===== src/rtl/axis_iter_divider.sv =====
// axis_iter_divider: AXI-Stream radix-2 restoring divider.
// Dividend and divisor arrive on independent slave channels. Once both are
// held, one quotient bit is produced per cycle, MSB first.
// {quotient, remainder} is returned on a master channel with backpressure.
// Latency from the edge that captures the second operand to tvalid is
// WIDTH+1 edges: one setup cycle plus WIDTH iterations.

module axis_iter_divider #(
    parameter int WIDTH  = 32,
    parameter bit SIGNED = 1'b1
) (
    input  logic               aclk,
    input  logic               aresetn,

    input  logic [WIDTH-1:0]   s_axis_dividend_tdata,
    input  logic               s_axis_dividend_tvalid,
    output logic               s_axis_dividend_tready,

    input  logic [WIDTH-1:0]   s_axis_divisor_tdata,
    input  logic               s_axis_divisor_tvalid,
    output logic               s_axis_divisor_tready,

    output logic [2*WIDTH-1:0] m_axis_dout_tdata,
    output logic               m_axis_dout_tuser,
    output logic               m_axis_dout_tvalid,
    input  logic               m_axis_dout_tready
);

    localparam int CW = (WIDTH > 1) ? $clog2(WIDTH) : 1;

    typedef enum logic [1:0] {
        IDLE = 2'd0,
        CALC = 2'd1,
        DONE = 2'd2
    } state_t;

    state_t state, state_next;

    // Operand holding registers and their occupancy flags
    logic [WIDTH-1:0] dvd_hold, dvs_hold;
    logic             dvd_full, dvs_full;
    logic             dvd_full_next, dvs_full_next;
    logic             dvd_ready, dvs_ready;
    logic             dvd_fire, dvs_fire, out_fire;

    // Iteration state
    logic             primed;
    logic [CW-1:0]    count;
    logic [WIDTH-1:0] q_work, r_work, dvs_mag;
    logic             qneg, rneg, div0;

    // Per-iteration combinational values
    logic [WIDTH:0]   shifted;
    logic             fits;
    logic [WIDTH-1:0] diff, q_next, r_next;
    logic [WIDTH-1:0] quot_final, rem_final;
    logic             dvd_neg, dvs_neg;

    assign dvd_fire = s_axis_dividend_tvalid & dvd_ready;
    assign dvs_fire = s_axis_divisor_tvalid  & dvs_ready;
    assign out_fire = m_axis_dout_tvalid & m_axis_dout_tready;

    // A result handshake empties both holding registers; otherwise a
    // channel handshake fills its own register.
    assign dvd_full_next = out_fire ? 1'b0 : (dvd_full | dvd_fire);
    assign dvs_full_next = out_fire ? 1'b0 : (dvs_full | dvs_fire);

    assign s_axis_dividend_tready = dvd_ready;
    assign s_axis_divisor_tready  = dvs_ready;

    assign dvd_neg = SIGNED && dvd_hold[WIDTH-1];
    assign dvs_neg = SIGNED && dvs_hold[WIDTH-1];

    // State register
    always_ff @(posedge aclk or negedge aresetn) begin
        // NOTE: sequential state uses non-blocking assignments so every flop
        // samples pre-edge values; blocking here would create order-dependent races.
        if (!aresetn) begin
            state <= IDLE;
        end else begin
            state <= state_next;
        end
    end

    // Next-state logic
    always_comb begin
        // NOTE: assign a default before the case so no path leaves state_next
        // unassigned, which would otherwise infer a latch.
        state_next = state;
        case (state)
            IDLE: if (dvd_full_next && dvs_full_next) state_next = CALC;
            CALC: if (primed && (count == '0))        state_next = DONE;
            DONE: if (out_fire)                       state_next = IDLE;
            default:                                  state_next = IDLE;
        endcase
    end

    // Output logic: the result is valid exactly while in DONE
    always_comb begin
        m_axis_dout_tvalid = (state == DONE);
    end

    // Operand capture; each channel handshakes independently while idle
    always_ff @(posedge aclk or negedge aresetn) begin
        // NOTE: the data registers are reset as well as the flags, so nothing
        // from a discarded operation can ever feed the datapath after reset.
        if (!aresetn) begin
            dvd_hold <= '0;
            dvs_hold <= '0;
            dvd_full <= 1'b0;
            dvs_full <= 1'b0;
        end else begin
            dvd_full <= dvd_full_next;
            dvs_full <= dvs_full_next;
            if (dvd_fire) dvd_hold <= s_axis_dividend_tdata;
            if (dvs_fire) dvs_hold <= s_axis_divisor_tdata;
        end
    end

    // Registered treadys: low in reset, high only when idle with an empty slot
    always_ff @(posedge aclk or negedge aresetn) begin
        if (!aresetn) begin
            dvd_ready <= 1'b0;
            dvs_ready <= 1'b0;
        end else begin
            dvd_ready <= (state_next == IDLE) && !dvd_full_next;
            dvs_ready <= (state_next == IDLE) && !dvs_full_next;
        end
    end

    // One restoring step: shift in the next dividend bit and subtract if it fits.
    // The shifted value is WIDTH+1 bits wide, so the unsigned magnitude of the
    // most negative dividend needs no special handling.
    always_comb begin
        shifted = {r_work, q_work[WIDTH-1]};
        fits    = (shifted >= {1'b0, dvs_mag});
        diff    = shifted[WIDTH-1:0] - dvs_mag;
        r_next  = fits ? diff : shifted[WIDTH-1:0];
        q_next  = {q_work[WIDTH-2:0], fits};
    end

    // Sign restoration and the divide-by-zero override applied to the final step
    always_comb begin
        quot_final = qneg ? (~q_next + 1'b1) : q_next;
        rem_final  = rneg ? (~r_next + 1'b1) : r_next;
        if (div0) begin
            quot_final = '1;
            rem_final  = dvd_hold;
        end
    end

    // Iteration datapath: setup on the first CALC cycle, then WIDTH steps
    always_ff @(posedge aclk or negedge aresetn) begin
        if (!aresetn) begin
            primed  <= 1'b0;
            count   <= '0;
            q_work  <= '0;
            r_work  <= '0;
            dvs_mag <= '0;
            qneg    <= 1'b0;
            rneg    <= 1'b0;
            div0    <= 1'b0;
        end else if (state == CALC) begin
            if (!primed) begin
                primed  <= 1'b1;
                count   <= CW'(WIDTH - 1);
                q_work  <= dvd_neg ? (~dvd_hold + 1'b1) : dvd_hold;
                r_work  <= '0;
                dvs_mag <= dvs_neg ? (~dvs_hold + 1'b1) : dvs_hold;
                qneg    <= dvd_neg ^ dvs_neg;
                rneg    <= dvd_neg;
                div0    <= (dvs_hold == '0);
            end else begin
                q_work  <= q_next;
                r_work  <= r_next;
                count   <= count - CW'(1);
            end
        end else begin
            primed <= 1'b0;
        end
    end

    // Result register: loaded on the CALC->DONE edge, held through backpressure
    always_ff @(posedge aclk or negedge aresetn) begin
        if (!aresetn) begin
            m_axis_dout_tdata <= '0;
            m_axis_dout_tuser <= 1'b0;
        end else if ((state == CALC) && (state_next == DONE)) begin
            m_axis_dout_tdata <= {quot_final, rem_final};
            m_axis_dout_tuser <= div0;
        end
    end

endmodule

===== config.mk =====
export PLATFORM = sky130hd
export DESIGN_NAME = axis_iter_divider
export DESIGN_NICKNAME = d
export VERILOG_FILES = /design/src/rtl/axis_iter_divider.sv
export SDC_FILE = /design/constraint.sdc
export NUM_CORES = 1
export LEC_CHECK = 0
export BUFFER_PORTS_ARGS = -buffer_cell sky130_fd_sc_hd__buf_2
export CAP_MARGIN = 20
export CORE_MARGIN = 2
export CORE_UTILIZATION = 35
export DETAILED_ROUTE_END_ITERATION = 16
export PLACE_DENSITY_LB_ADDON = 0.1
export SLEW_MARGIN = 20
export SYNTH_ARGS = -nofsm -noshare
export SYNTH_HDL_FRONTEND = slang
export SYNTH_SLANG_ARGS = --single-unit
export TNS_END_PERCENT = 30

===== constraint.sdc =====
create_clock -name aclk -period 6.1 [get_ports aclk]
set_input_delay 0.61 -clock aclk [delete_from_list [all_inputs] [get_ports aclk]]
set_output_delay 0.61 -clock aclk [all_outputs]
set_load 0.1 [all_outputs]

==> flow_metrics.env <==
export IMPL_drc=0
export IMPL_post_synth_cell_area_avg_um2=8.80
export IMPL_slew_headroom_pct=33.4
export IMPL_cts_resized=0
export IMPL_period_needed_ns=5.56
export IMPL_drt_antenna_violating_nets=0
export IMPL_synth_edff_count=0
export IMPL_final_layout_size_suffix_gt1_share_pct=16.6
export IMPL_place_ws_ns=0.598
export IMPL_drv_slew=0
export IMPL_period_share_pct=91.1
export IMPL_status="completed"
export IMPL_h_tree_depth=1
export IMPL_drtPass1Iterations=4
export IMPL_cts_buffers=30
export IMPL_setup_violations=0
export IMPL_seq_area_frac_synth_pct=41.0
export IMPL_fin_worst_skew_ns=0.0235
export IMPL_hold_class="in -> reg"
export IMPL_clk_latency_ns=0.60
export IMPL_synth_fp_nets=1772
export IMPL_start_util_pct=35.7
export IMPL_fin_area_mm2=0.0168
export IMPL_cp_start_kind="flop"
export IMPL_wirelength_mm=41.4
export IMPL_overflow=0
export IMPL_hold_viol_final=0
export IMPL_ys_flop_type="dfrtp_1"
export IMPL_path_cells="ha_1, a21o_1, nand2b_1, a41oi_2, a41o_1, or3_2, inv_1, mux2i_1, ha_1, nand2_1, a21oi_1, or4b_1, nor4_1, o221ai_1, or3_1, and3_1, or3_1, a21oi_1"
export IMPL_final_setup_tns_ns=0
export IMPL_slowest_stage="or3_2"
export IMPL_timing_fmax_ghz=0.180
export IMPL_dp_hpwl_mm=30.6
export IMPL_cp_data_required_time_ns=6.62
export IMPL_grt_max_degree=130
export IMPL_clk_pin_slew_worst_paths_ns=0.06
export IMPL_cts_root_buffer="clkbuf_16"
export IMPL_area_growth_pct=14.8
export IMPL_io_buffers=136
export IMPL_path_buf_inv=1
export IMPL_ys_warn_count=0
export IMPL_antenna_found_initial=0
export IMPL_fp_dieH_um=209
export IMPL_synth_seq_cells=240
export IMPL_die_x_um=209
export IMPL_worst_pin_slew_ns=0.999
export IMPL_synthArstFlopShare_pct=100
export IMPL_synth_cell_types=78
export IMPL_crit_type="reg -> reg"
export IMPL_grt_pass1_vias=11866
export IMPL_critPathTopFamily="simple AND/OR/NAND/NOR gates"
export IMPL_track_usage_pct=19.2
export IMPL_tritoncts="built"
export IMPL_cp_slowest_stage_delay_ns=0.59
export IMPL_diodes=0
export IMPL_drt_initial_drc_count=615
export IMPL_cts_sinks=240
export IMPL_grt_setup_unrepaired="false"
export IMPL_dieArea_mm2=0.0435
export IMPL_setup_slack_ns=0.541
export IMPL_routed_via_density=5.28
export IMPL_finalNetCount=1863
export IMPL_io_pins=137
export IMPL_core_mm2=0.0411
export IMPL_rows=74
export IMPL_syn_area_mm2=0.0147
export IMPL_clockBufferDepth=3
export IMPL_fillCellCount=4225
export IMPL_wl_per_cell_um=18.0
export IMPL_post_route_util_pct=40.9
export IMPL_grt_pass1_wl_mm=67.5
export IMPL_cp_max_fo=8
export IMPL_synth_cells=1665
export IMPL_place_area_mm2=0.0158
export IMPL_endpoint_kind="flop"
export IMPL_crit_arrival_ns=6.08
export IMPL_timing_max_cap_violations=0
export IMPL_vias=12178
export IMPL_gp_routability_congestion=0.874
metrics by stage:
stage                     hold slack, ns  std cells
after floorplan                    0.314       1665
after global placement             0.441       2254
after detailed placement           0.433       2254
after CTS                          0.176       2306
after global routing               0.223       2308
final                              0.239       2308
layout make-up:
class / count / area, µm² / share of cell area [%]
Timing Repair Buffer: 153 / 853 / 5.07
Clock inverter: 8 / 143 / 0.847
Multi-Input combinational cell: 1277 / 8100 / 48.1
Sequential cell: 240 / 6010 / 35.7
Clock buffer: 44 / 863 / 5.13
Inverter: 54 / 203 / 1.20
Tap cell: 532 / 666 / 3.95
worst reg2reg max path, stage by stage (launching register included):
cell and delay, ns:
dfrtp_1 0.46, ha_1 0.43, a21o_1 0.29, nand2b_1 0.14, a41oi_2 0.17, a41o_1 0.29, or3_2 0.59, inv_1 0.14
mux2i_1 0.29, ha_1 0.24, nand2_1 0.09, a21oi_1 0.18, or4b_1 0.55, nor4_1 0.26, o221ai_1 0.27, or3_1 0.49
and3_1 0.21, or3_1 0.30, a21oi_1 0.13
layer usage:
layer	GRT usage [%]	up-vias	routed length [µm]
li1	-	6118	-
met1	27.6	5769	20100
met2	30.8	236	18700
met3	2.58	55	1740
met4	4.04	0	805
met5	0	-	0
Yosys cell counts (13+ instances only):
| master | instances | area (µm²) |
|---|---|---|
| a21oi_1 | 134 | 671 |
| buf_1 | 18 | 67.6 |
| clkbuf_1 | 66 | 248 |
| dfrtp_1 | 240 | 6010 |
| ha_1 | 37 | 463 |
| inv_1 | 53 | 199 |
| mux2_2 | 67 | 754 |
| mux2i_1 | 33 | 330 |
| nand2_1 | 221 | 830 |
| nand2b_1 | 13 | 81.3 |
| nand3_1 | 19 | 95.1 |
| nor2_1 | 136 | 510 |
| nor3_1 | 30 | 150 |
| o21ai_0 | 177 | 886 |
| o31ai_1 | 36 | 270 |
| o41ai_1 | 14 | 123 |
| or3_1 | 27 | 169 |
| or4_1 | 22 | 165 |
| xnor2_1 | 32 | 280 |
| xor2_1 | 102 | 893 |
placed cells by master, fill, tap and decap left out, types with 6 or more instances in the layout:
| cell | n |
|---|---|
| a211oi_1 | 10 |
| a21o_1 | 8 |
| a21oi_1 | 134 |
| a22o_1 | 7 |
| a31oi_1 | 11 |
| and3_1 | 8 |
| buf_2 | 135 |
| buf_4 | 14 |
| clkbuf_1 | 8 |
| clkbuf_16 | 30 |
| clkbuf_8 | 6 |
| dfrtp_1 | 238 |
| ha_1 | 37 |
| inv_1 | 53 |
| mux2_2 | 67 |
| mux2i_1 | 33 |
| nand2_1 | 221 |
| nand2b_1 | 11 |
| nand3_1 | 19 |
| nand4_1 | 6 |
| nor2_1 | 134 |
| nor2b_1 | 6 |
| nor3_1 | 30 |
| nor4_1 | 11 |
| o21a_1 | 8 |
| o21ai_0 | 177 |
| o21ai_1 | 7 |
| o22ai_1 | 6 |
| o31ai_1 | 36 |
| o41ai_1 | 14 |
| or2_2 | 7 |
| or3_1 | 26 |
| or4_1 | 22 |
| xnor2_1 | 32 |
| xor2_1 | 102 |
final timing paths:
kind                                           start               endpoint  slack (ns)  cells past startpoint
max in group asynchronous                    aresetn                   div0        4.53                      3
min                        s_axis_dividend_tdata[26]           dvd_hold[26]        0.24                      2
min in group asynchronous                    aresetn  m_axis_dout_tdata[37]        0.51                      2
min reg2reg                                 state[1]               state[0]        0.45                      1
max reg2reg                                r_work[9]  m_axis_dout_tdata[22]        0.54                     18
max                                        r_work[9]  m_axis_dout_tdata[22]        0.54                     18
kinds of logic (layout without fill, tap and decap cells):
| family | after synthesis | after routing | share of synthesized area, % |
|---|---|---|---|
| AND/OR/NAND/NOR | 541 | 541 | 17.5 |
| adder cells (fa/ha/maj) | 38 | 38 | 3.30 |
| XOR/XNOR | 134 | 134 | 8.01 |
| multiplexers | 100 | 100 | 7.40 |
| flip-flops | 240 | 240 | 41.0 |
| buffers and inverters | 148 | 259 | 3.94 |
| AO/OA/AOI/OAI | 464 | 464 | 18.9 |
sequential cells by signal (all words and copies together), names as in the netlist, 2 cells and up:
signal,cells
q_work,32
count,5
m_axis_dout_tdata,64
dvd_hold,32
r_work,32
state,2
dvs_mag,32
dvs_hold,32
repair_timing:
item | in CTS | in global routing
setup buffers | 0 | 0
setup endpoints to repair | 0 | 0
hold buffers | 0 | 1
hold endpoints to repair | 0 | 42
Power is not shown: default switching activity piles up to over one toggle a cycle in this logic, so the estimate is an artifact.
